==> config.mk <==
export PLATFORM = sky130hd
export DESIGN_NAME = multdiv_sequencer
export DESIGN_NICKNAME = d
export VERILOG_FILES = /design/src/rtl/multdiv_pkg.sv /design/src/rtl/booth_step_decode.sv /design/src/rtl/multdiv_sequencer.sv
export SDC_FILE = /design/constraint.sdc
export NUM_CORES = 1
export LEC_CHECK = 0
export ABC_AREA = 1
export CAP_MARGIN = 20
export CORE_MARGIN = 8
export CORE_UTILIZATION = 45
export CTS_CLUSTER_DIAMETER = 150
export CTS_CLUSTER_SIZE = 20
export DETAILED_ROUTE_END_ITERATION = 10
export PLACE_DENSITY = 0.81
export SLEW_MARGIN = 20
export SYNTH_ARGS = -nofsm -noshare
export SYNTH_HDL_FRONTEND = slang
export SYNTH_SLANG_ARGS = --single-unit
==> constraint.sdc <==
create_clock -name clock -period 1.6 [get_ports clock]
set_input_delay 0.32 -clock clock [delete_from_list [all_inputs] [get_ports clock]]
set_output_delay 0.32 -clock clock [all_outputs]
set_load 0.01 [all_outputs]
==> src/rtl/multdiv_pkg.sv <==
// Shared types and constants for the multiply/divide sequencing controller.
package multdiv_pkg;

    localparam int MD_WIDTH      = 32;
    localparam int MD_MULT_STEPS = MD_WIDTH / 2;
    localparam int MD_DIV_STEPS  = MD_WIDTH;
    localparam int MD_CNT_W      = $clog2(MD_DIV_STEPS + 1);

    typedef enum logic [2:0] {
        ST_IDLE = 3'd0,
        ST_LOAD = 3'd1,
        ST_MULT = 3'd2,
        ST_DIV  = 3'd3,
        ST_DONE = 3'd4
    } md_state_e;

    // The datapath is occupied from operand load until the last iteration.
    function automatic logic state_is_busy(input md_state_e st);
        logic b;
        case (st)
            ST_LOAD: b = 1'b1;
            ST_MULT: b = 1'b1;
            ST_DIV:  b = 1'b1;
            default: b = 1'b0;
        endcase
        return b;
    endfunction

endpackage

==> src/rtl/booth_step_decode.sv <==
// Radix-4 Booth digit decode of {q[1], q[0], q[-1]} into datapath selects.
module booth_step_decode
    import multdiv_pkg::*;
(
    input  logic       enable,
    input  logic [2:0] booth_bits,
    output logic       booth_same,
    output logic       booth_sub,
    output logic       booth_double
);

    // Digit 0 -> same, negative digit -> subtract, magnitude 2 -> double.
    always_comb begin
        booth_same   = 1'b0;
        booth_sub    = 1'b0;
        booth_double = 1'b0;
        if (enable) begin
            case (booth_bits)
                3'b000: booth_same = 1'b1;
                3'b001: booth_same = 1'b0;
                3'b010: booth_same = 1'b0;
                3'b011: booth_double = 1'b1;
                3'b100: begin
                    booth_sub    = 1'b1;
                    booth_double = 1'b1;
                end
                3'b101: booth_sub = 1'b1;
                3'b110: booth_sub = 1'b1;
                3'b111: booth_same = 1'b1;
                default: begin
                    booth_same   = 1'b0;
                    booth_sub    = 1'b0;
                    booth_double = 1'b0;
                end
            endcase
        end else begin
            booth_same   = 1'b0;
            booth_sub    = 1'b0;
            booth_double = 1'b0;
        end
    end

endmodule

==> src/rtl/multdiv_sequencer.sv <==
// Control sequencer for the shared radix-4 Booth multiply / restoring divide
// datapath. Holds only control state; all operand data lives in the datapath.
module multdiv_sequencer
    import multdiv_pkg::*;
#(
    parameter int WIDTH      = MD_WIDTH,
    parameter int MULT_STEPS = WIDTH / 2,
    parameter int DIV_STEPS  = WIDTH
) (
    input  logic                             clock,
    input  logic                             reset_n,
    input  logic                             ctrl_MULT,
    input  logic                             ctrl_DIV,
    input  logic [2:0]                       booth_bits,
    input  logic                             divisor_zero,
    input  logic                             remainder_neg,
    input  logic                             mult_overflow,
    output logic                             load,
    output logic                             step_en,
    output logic                             booth_same,
    output logic                             booth_sub,
    output logic                             booth_double,
    output logic                             div_restore,
    output logic                             quotient_bit,
    output logic                             is_div,
    output logic                             busy,
    output logic [$clog2(DIV_STEPS+1)-1:0]   step_count,
    output logic                             data_resultRDY,
    output logic                             data_exception
);

    localparam int CNT_W = $clog2(DIV_STEPS + 1);
    localparam logic [CNT_W-1:0] CNT_ZERO  = CNT_W'(32'd0);
    localparam logic [CNT_W-1:0] CNT_ONE   = CNT_W'(32'd1);
    localparam logic [CNT_W-1:0] MULT_LAST = CNT_W'(MULT_STEPS - 32'sd1);
    localparam logic [CNT_W-1:0] DIV_LAST  = CNT_W'(DIV_STEPS - 32'sd1);

    md_state_e        state_r;
    md_state_e        state_s;
    logic             is_div_r;
    logic             dz_flag_r;
    logic [CNT_W-1:0] step_count_r;
    logic             start_s;
    logic             in_mult_s;
    logic             in_div_s;

    assign start_s   = ctrl_MULT | ctrl_DIV;
    assign in_mult_s = (state_r == ST_MULT);
    assign in_div_s  = (state_r == ST_DIV);

    // Any start pulse restarts at LOAD; otherwise walk the operation phases.
    always_comb begin
        state_s = state_r;
        if (start_s) begin
            state_s = ST_LOAD;
        end else begin
            case (state_r)
                ST_IDLE: state_s = ST_IDLE;
                ST_LOAD: begin
                    if (is_div_r && divisor_zero) begin
                        state_s = ST_DONE;
                    end else if (is_div_r) begin
                        state_s = ST_DIV;
                    end else begin
                        state_s = ST_MULT;
                    end
                end
                ST_MULT: begin
                    if (step_count_r == MULT_LAST) begin
                        state_s = ST_DONE;
                    end else begin
                        state_s = ST_MULT;
                    end
                end
                ST_DIV: begin
                    if (step_count_r == DIV_LAST) begin
                        state_s = ST_DONE;
                    end else begin
                        state_s = ST_DIV;
                    end
                end
                ST_DONE: state_s = ST_IDLE;
                default: state_s = ST_IDLE;
            endcase
        end
    end

    // Phase register.
    always_ff @(posedge clock or negedge reset_n) begin
        if (!reset_n) begin
            state_r <= ST_IDLE;
        end else begin
            state_r <= state_s;
        end
    end

    // Operation type is captured on an accepted start; multiply has priority.
    always_ff @(posedge clock or negedge reset_n) begin
        if (!reset_n) begin
            is_div_r <= 1'b0;
        end else if (start_s) begin
            is_div_r <= ctrl_DIV & ~ctrl_MULT;
        end else begin
            is_div_r <= is_div_r;
        end
    end

    // Divide-by-zero flag: cleared entering LOAD, set when LOAD sees a zero divisor.
    always_ff @(posedge clock or negedge reset_n) begin
        if (!reset_n) begin
            dz_flag_r <= 1'b0;
        end else if (state_s == ST_LOAD) begin
            dz_flag_r <= 1'b0;
        end else if ((state_r == ST_LOAD) && is_div_r && divisor_zero) begin
            dz_flag_r <= 1'b1;
        end else begin
            dz_flag_r <= dz_flag_r;
        end
    end

    // Iteration counter: zero during LOAD, counts completed steps, holds after.
    always_ff @(posedge clock or negedge reset_n) begin
        if (!reset_n) begin
            step_count_r <= CNT_ZERO;
        end else if (state_s == ST_LOAD) begin
            step_count_r <= CNT_ZERO;
        end else if (in_mult_s || in_div_s) begin
            step_count_r <= step_count_r + CNT_ONE;
        end else begin
            step_count_r <= step_count_r;
        end
    end

    booth_step_decode u_booth_step_decode (
        .enable       (in_mult_s),
        .booth_bits   (booth_bits),
        .booth_same   (booth_same),
        .booth_sub    (booth_sub),
        .booth_double (booth_double)
    );

    // Control strobes decoded from the phase register; divide strobes only in DIV.
    always_comb begin
        load           = (state_r == ST_LOAD);
        step_en        = in_mult_s | in_div_s;
        busy           = state_is_busy(state_r);
        div_restore    = in_div_s & remainder_neg;
        quotient_bit   = in_div_s & ~remainder_neg;
        is_div         = is_div_r;
        step_count     = step_count_r;
        data_resultRDY = (state_r == ST_DONE);
        if (state_r == ST_DONE) begin
            data_exception = is_div_r ? dz_flag_r : mult_overflow;
        end else begin
            data_exception = 1'b0;
        end
    end

endmodule

# Word level (Yosys, flattened, before mapping)
# Index checks and enable logic that the tools add are counted.
[totals]
out_inout_bits = 17
regBits = 11
wordCells = 54
[classes]
reduce_logical = 11
eq_ne = 12
bitwise = 7
muxes = 19
add_sub_neg = 1
[op_table]
columns = ["op", "n"]
rows = [
  ["$eq A3 B3 Y1 const B", 5],
  ["$mux W1", 12],
  ["$mux W3", 4],
  ["$mux W6", 2],
  ["$eq A3 B2 Y1 const B", 3],
  ["$pmux W3 S3", 1],
  ["$add A6 B1 Y6 const B", 1],
  ["$eq A3 B1 Y1 const B", 2],
  ["$eq A6 B4 Y1 const B", 1],
  ["$eq A6 B5 Y1 const B", 1],
  ["$reduce_or A3 Y1", 2],
  ["$reduce_bool A2 Y1", 2],
  ["$reduce_or A2 Y1", 2],
  ["$and A1 B1 Y1", 3],
  ["$logic_and A1 B1 Y1", 3],
  ["$logic_not A3 Y1", 1],
  ["$not A1 Y1", 2],
  ["$or A1 B1 Y1", 2],
  ["$logic_or A1 B1 Y1", 1],
]

# Depth between registers and ports, before layout
# Gate-level depths: netlist of run 1.
[logic_depth]
depth_word = 6
mapped_depth = 8
depth_no_buf = 8

# Modules after synthesis
# From an unflattened synthesis of run 1, not the netlist that was laid out.
[unflattened]
hier_cells = 96
area_unflattened_um2 = 673.1
[by_module_without_submodules]
columns = ["module", "seq_area_each_um2", "area_each_um2", "cells_per_inst", "n_inst"]
rows = [
  ["multdiv_sequencer", 275.3, 621.8, 83, 1],
  ["booth_step_decode", 0.0, 51.3, 13, 1],
]

# Least setup slack after synthesis of run 1
# No wires, ideal clock.
[synth_path]
path_kind = "reg-to-output"
startpoint = "register state_r[1]"
endpoint = "output port data_exception"
slack_ns = 0.172
stages_incl_launch_ff = 3
arrival_ns = 1.108
cell_sequence = "dfrtp_1 > nor3_1 > a21boi_1"
[synth_between]
elab_chain_len = 2
[synth_rtl]
columns = ["element", "line", "source"]
rows = [
  ["start: declaration", "multdiv_sequencer.sv:38", "md_state_e state_r;"],
  ["start signal: assignment", "multdiv_sequencer.sv:93", "state_r <= state_s;"],
  ["$eq A3 B3 Y1", "--", ""],
  ["named net data_resultRDY", "multdiv_sequencer.sv:28", "output logic data_resultRDY,"],
  ["$mux W1", "multdiv_sequencer.sv:152", "if (state_r == ST_DONE) begin"],
  ["end: declaration", "multdiv_sequencer.sv:29", "output logic data_exception"],
]
# The timed path passes the listed nets, and every way through them passes these cells.

# Worst setup path after layout of run 1
[layout_path]
startpoint = "register state_r[2]"
endpoint = "output port data_exception"
[layout_between]
elab_chain_len = 2
[layout_rtl]
columns = ["element", "line"]
rows = [
  ["$eq A3 B3 Y1", "multdiv_sequencer.sv:152"],
  ["$mux W1", "multdiv_sequencer.sv:152"],
]
# No other way between the ends.

==> impl_metrics.env, run 1 <==
export IMPL_outcome="finished with violations"
export IMPL_violations="setup timing"
export IMPL_chipHeight_um=54.93
export IMPL_vias=799
export IMPL_drc=0
export IMPL_startpoint_type="register"
export IMPL_place_area_sq_um=1037
export IMPL_critPathRequiredTime_ps=1280
export IMPL_fin_area_sq_um=1147
export IMPL_drt_wl_total_um=2114
export IMPL_n_fill_cell=105
export IMPL_synth_edff_count=0
export IMPL_synth_compound_area_share_pct=7.339
export IMPL_path_clk_slew_ps=70
export IMPL_grt_pass1_vias=774
export IMPL_holdBufCountCts=0
export IMPL_fin_crit_sh_pct=105.7
export IMPL_finish_utilization_pct=77.98
export IMPL_synth_top_cells_by_count="nand2_1 (23), nor2_1 (20), inv_1 (16)"
export IMPL_grt_setup_unrepaired="yes"
export IMPL_maxSlewHeadroom_pct=66.41
export IMPL_async_flop_share_pct=100.0
export IMPL_synth_top_family_by_area="simple AND/OR/NAND/NOR gates"
export IMPL_r2r_setup_slack_ps=230
export IMPL_synth_top_area_cell="dfrtp_1"
export IMPL_power_share_clock_pct=29.1
export IMPL_reg2reg_to="state_r[1]"
export IMPL_post_drt_wl_per_cell_um=13.05
export IMPL_ys_types=21
export IMPL_cts_made_buffers=3
export IMPL_arrival_ps=1370
export IMPL_tritoncts="yes"
export IMPL_ios=27
export IMPL_setup_viol=4
export IMPL_area_growth_pct=68.26
export IMPL_ir_worst_vdd_v=0.0004418
export IMPL_cts_root_buffer="clkbuf_4"
export IMPL_p_sw_mw=0.1819
export IMPL_cts_sink_count=11
export IMPL_viasPerCell=4.932
export IMPL_drtAntennaViolNets=0
export IMPL_synth_most_common_cell="nand2_1"
export IMPL_max_freq_mhz=591.1
export IMPL_drtIter0Drc=15
export IMPL_hp_class="input port to async pin"
export IMPL_htreeDepth=1
export IMPL_wl_met2_um=1154
export IMPL_path_class="register to primary output"
export IMPL_drv_cap=0
export IMPL_synth_cells=98
export IMPL_core_region_area_sq_um=1471
export IMPL_ff2ff_path_depth=9
export IMPL_path_max_fanout=3
export IMPL_r2r_start="state_r[1]"
export IMPL_p_leak_nw=0.6133
export IMPL_place_inst=150
export IMPL_io_buffers=26
export IMPL_comb_power_share_pct=24.9
export IMPL_antenna_found_initial=0
export IMPL_synth_simple_area_share_pct=35.78
export IMPL_diodes=0
export IMPL_nNetsFinal=158
export IMPL_initial_core_util_pct=46.34
export IMPL_synth_seq_cells=11
export IMPL_grt_overflow=0
export IMPL_post_synth_cell_area_avg_sq_um=6.958
export IMPL_worstSetupEndpointType="primary output"
export IMPL_gp_congestion=0.8302
export IMPL_syn_num_nets=109
export IMPL_globalRouteTotalUtil_pct=13.94
export IMPL_tightest_slew_ps=502.3
export IMPL_synth_seq_area_share_pct=40.37
export IMPL_hold_viol=0
export IMPL_std_cell_rows=14
export IMPL_layout_min_cycle_time_ps=1692
export IMPL_synth_flop_cell="dfrtp_1"
export IMPL_place_ws_ps=-472.3
export IMPL_die_area_sq_um=3017
export IMPL_slew_viol_final=0
export IMPL_drive_gt1_share_pct=33.56
export IMPL_drtPass1Iterations=4
export IMPL_synth_mux_area_share_pct=0
export IMPL_setup_ws_ps=-91.68
export IMPL_die_x_um=54.93
export IMPL_yosys_warnings=0
export IMPL_intPower_mw=0.4614
export IMPL_synthAdderAreaFrac_pct=1.835
export IMPL_grt_max_degree=12
export IMPL_skew_ps=2.168
export IMPL_p_sw_share_pct=28.27
export IMPL_yosys_top_cells_area="dfrtp_1 (40%), nand2_1 (13%), nor2_1 (11%)"
export IMPL_dp_hpwl_um=1584
export IMPL_p_per_area_nw_per_um2=560.6
export IMPL_wl_met3_um=171
export IMPL_cts_buffer_depth=2
export IMPL_routed_top_layer="met4"
export IMPL_synth_top_area_share_pct=40.37
export IMPL_synth_xor_area_share_pct=3.853
export IMPL_grt_pass1_wl_um=3098
export IMPL_pwr_share_seq_pct=46.1
export IMPL_instances_no_fill=162
export IMPL_clk_latency_ps=270
export IMPL_met1_length_um=723
export IMPL_synth_area_sq_um=681.9
-- state kept, by name (all words and copies together), names as in the netlist --
name,count
dz_flag_r,1
step_count,6
is_div,1
state_r,3
-- layout make-up --
| cell class | count | area (sq um) | share of cell area [%] |
|---|---|---|---|
| Clock buffer | 4 | 26.28 | 2.290 |
| Inverter | 19 | 73.82 | 6.434 |
| Multi-Input combinational cell | 68 | 384.1 | 33.48 |
| Sequential cell | 11 | 276.5 | 24.10 |
| Tap cell | 16 | 20.02 | 1.745 |
| Timing Repair Buffer | 44 | 366.6 | 31.95 |
-- power by group through the flow --
stage | logic (mW) | clock network (mW) | registers (mW)
6_report | 0.160 | 0.187 | 0.296
5_1_grt | 0.175 | 0.203 | 0.297
3_3_place_gp | 0.137 | 0 | 0.299
4_1_cts | 0.144 | 0.194 | 0.294
3_5_place_dp | 0.142 | 0 | 0.300
2_1_floorplan | 0.0517 | 0 | 0.301
-- cell usage in the layout, fill, tap and decap left out --
cell / instances
nand2_1: 21
nor2_1: 18
inv_1: 14
buf_4: 14
clkdlybuf4s50_1: 12
dfrtp_1: 10
buf_2: 10
inv_2: 4
nand3_1: 4
buf_6: 4
nand2_4: 3
nor2_2: 3
o21ai_1: 3
a21oi_1: 3
clkbuf_4: 3
dlymetal6s2s_1: 3
nor3_4: 2
xor2_1: 2
inv_4: 1
nor2_4: 1
o211ai_1: 1
a21oi_4: 1
a21boi_2: 1
nand2_2: 1
nor3_1: 1
nand4_1: 1
xnor2_1: 1
ha_1: 1
clkbuf_1: 1
dlygate4sd2_1: 1
dfrtp_2: 1
-- cells by family (layout without fill, tap and decap cells) --
family / count (synthesis) / after routing
AO/OA/AOI/OAI: 9 / 9
XOR/XNOR: 3 / 3
adder cells (fa/ha/maj): 1 / 1
buffers and inverters: 19 / 67
flip-flops: 11 / 11
AND/OR/NAND/NOR: 55 / 55
-- worst max-delay path, stage by stage (launching register included) --
cell	delay, ps
dfrtp_1	440
inv_2	90
nor3_4	190
buf_4	130
a21boi_2	130
buf_2	130
-- how the worst max path moves through the flow --
| stage | end | start | slack, ps |
|---|---|---|---|
| 2_1_floorplan | data_exception | state_r[1] | 170 |
| 3_3_place_gp | booth_sub | booth_bits[2] | -390 |
| 3_5_place_dp | booth_sub | booth_bits[2] | -470 |
| 4_1_cts | data_exception | state_r[1] | -100 |
| 5_1_grt | data_exception | state_r[2] | -160 |
| 6_report | data_exception | state_r[2] | -90 |
-- layer usage --
metal  GRT usage [%]  vias to the layer above
met4           10.00                        0
met3           2.941                        6
met5               0                        -
met2           25.47                       24
li1                -                      400
met1           13.54                      369
-- metrics by stage --
| stage | TNS, ps | power [mW] | hold slack [ps] |
|---|---|---|---|
| 6_report | -215.5 | 0.6432 | 387.4 |
| 5_1_grt | -719.8 | 0.6747 | 427.8 |
| 4_1_cts | -144.1 | 0.6323 | 386.0 |
| 3_5_place_dp | -1771 | 0.4418 | 516.4 |
| 3_3_place_gp | -1521 | 0.4362 | 518.1 |
| 2_1_floorplan | 0 | 0.3530 | 24.41 |
-- timing repair --
| action | 4_1_cts | 5_1_grt |
|---|---|---|
| cloned | 0 | 0 |
| gates resized for setup | 49 | 16 |
| buffers inserted | 5 | 3 |
| setup endpoints to repair | 11 | 10 |
| pin swaps | 3 | 3 |
Note: power is estimated with default switching activity, not from simulation.
==> run 2, diff against run 1 <==
- PLACE_DENSITY: 0.81 -> 0.86
==> impl_metrics.env, run 2 (synthesized netlist as in run 1, its figures left out) <==
export IMPL_maxSlewHeadroom_pct=67.08
export IMPL_path_delay_family="buffers and inverters"
export IMPL_gp_congestion=0.7947
export IMPL_grt_pass1_vias=888
export IMPL_max_freq_mhz=572.2
export IMPL_vias=843
export IMPL_area_growth_pct=75.60
export IMPL_p_sw_mw=0.1955
export IMPL_violations="setup timing"
export IMPL_viasPerCell=4.959
export IMPL_tightest_slew_ps=492.2
export IMPL_grt_pass1_wl_um=3746
export IMPL_skew_ps=3.834
export IMPL_fin_crit_sh_pct=109.2
export IMPL_p_per_area_nw_per_um2=559.9
export IMPL_drt_wl_total_um=2473
export IMPL_tritoncts="yes"
export IMPL_die_x_um=54.93
export IMPL_die_area_sq_um=3017
export IMPL_p_sw_share_pct=29.16
export IMPL_ff2ff_path_depth=10
export IMPL_hold_viol=0
export IMPL_p_leak_nw=0.6262
export IMPL_critPathRequiredTime_ps=1280
export IMPL_path_class="register to primary output"
export IMPL_path_depth=7
export IMPL_hp_class="input port to async pin"
export IMPL_pwr_share_seq_pct=44.0
export IMPL_drtPass1Iterations=4
export IMPL_worstPathCellList="buf_6 -> inv_2 -> nor3_4 -> buf_6 -> inv_2 -> nor2_2 -> buf_2"
export IMPL_diodes=0
export IMPL_fin_area_sq_um=1197
export IMPL_drive_gt1_share_pct=36.36
export IMPL_n_fill_cell=97
export IMPL_cts_root_buffer="clkbuf_4"
export IMPL_largest_reg_flops=6
export IMPL_chipHeight_um=54.93
export IMPL_power_share_clock_pct=29.4
export IMPL_critPathBufInv=5
export IMPL_slew_viol_final=0
export IMPL_clk_latency_ps=270
export IMPL_ir_worst_vdd_v=0.0006137
export IMPL_io_buffers=26
export IMPL_cts_buffer_depth=2
export IMPL_cts_made_buffers=3
export IMPL_std_cell_rows=14
export IMPL_nNetsFinal=166
export IMPL_cpPeakStageDelay_ps=440
export IMPL_finalPower_mw=0.6704
export IMPL_grt_max_degree=12
export IMPL_mostFrequentLayoutCell="nand2_1"
export IMPL_place_ws_ps=-474.3
export IMPL_drtAntennaViolNets=0
export IMPL_drc=0
export IMPL_setup_viol=6
export IMPL_setup_ws_ps=-147.8
export IMPL_htreeDepth=1
export IMPL_grt_overflow=0
export IMPL_cp_slowest_cell="dfrtp_1"
export IMPL_worstSetupEndpointType="primary output"
export IMPL_final_cell_mix="nand2_1 (21), buf_4 (20), nor2_1 (18), clkdlybuf4s50_1 (15), inv_1 (14)"
export IMPL_path_max_fanout=3
export IMPL_antenna_found_initial=0
export IMPL_dp_hpwl_um=1660
export IMPL_initial_core_util_pct=46.34
export IMPL_core_region_area_sq_um=1471
export IMPL_intPower_mw=0.4749
export IMPL_layout_min_cycle_time_ps=1748
export IMPL_globalRouteTotalUtil_pct=17.08
export IMPL_startpoint_type="register"
export IMPL_comb_power_share_pct=26.6
export IMPL_ios=27
export IMPL_setup_tns_final_ps=-467.3
export IMPL_place_area_sq_um=1067
export IMPL_path_clk_slew_ps=80
export IMPL_outcome="finished with violations"
export IMPL_drv_cap=0
export IMPL_arrival_ps=1430
export IMPL_drtIter0Drc=19
export IMPL_grt_setup_unrepaired="yes"
export IMPL_post_drt_wl_per_cell_um=14.55
export IMPL_cts_sink_count=11
[run 2: cell count changes in the layout (fill, tap and decap cells not counted)]
cell and change:
dlymetal6s2s_1 -3, clkdlybuf4s50_1 +3, a21oi_1 +1, buf_6 +3
clkbuf_2 +2, buf_4 +6, nand2_2 +1, a21oi_4 -1
buf_2 -3, nand2_4 -1
[run 2: what timing repair did]
item	in CTS	in global routing
pin swaps	2	5
hold buffers	0	0
gates resized for setup	39	22
setup endpoints to repair	11	12
setup buffers	6	7
[run 2: area by class of cell]
type	instances	area (sq um)	area share, %
Multi-Input combinational cell	68	367.9	30.72
Timing Repair Buffer	52	432.9	36.15
Clock buffer	4	26.28	2.194
Sequential cell	11	276.5	23.09
Tap cell	16	20.02	1.672
Inverter	19	73.82	6.165
[run 2: worst reg2reg max path, delay by kind of cell (launching register included)]
| kind | cells | cell delay [ps] |
|---|---|---|
| buffers and inverters | 6 | 580 |
| flip-flops | 1 | 440 |
| AND/OR/NAND/NOR | 4 | 340 |
[run 2: routing by layer]
layer,wire length (um),part of all wire (%),track usage [%],up-vias
met4,95,3.8,9.600,0
met2,1280,52,32.83,34
met3,167,6.8,3.476,11
met1,929,38,16.35,388
li1,-,-,-,410
met5,0,0,0,-
[run 2: path summary, 6_finish.rpt]
path,start,to,slack (ps)
worst max-delay path,state_r[1],booth_sub,-150
worst min-delay path,reset_n,step_count[0],370
worst max register to register,state_r[1],state_r[1],190
worst min register to register,dz_flag_r,dz_flag_r,540
max in group asynchronous,reset_n,state_r[0],860
min in group clock,dz_flag_r,dz_flag_r,540
[run 2: power by group through the flow]
stage	combinational (mW)	sequential (mW)	clock, mW
after floorplan	0.0517	0.301	0
after detailed placement	0.152	0.299	0
after CTS	0.154	0.293	0.196
after global routing	0.195	0.296	0.208
after global placement	0.147	0.297	0
final	0.179	0.295	0.197
[run 2: metrics by stage]
| step | std cells | hold slack, ps | utilization, % |
|---|---|---|---|
| 2_1_floorplan | 98 | 24.41 | - |
| 3_3_place_gp | 154 | 510.1 | 72.53 |
| 3_5_place_dp | 154 | 539.4 | 72.53 |
| 4_1_cts | 164 | 392.1 | 75.43 |
| 5_1_grt | 170 | 431.7 | 81.38 |
| 6_report | 170 | 374.8 | 81.38 |
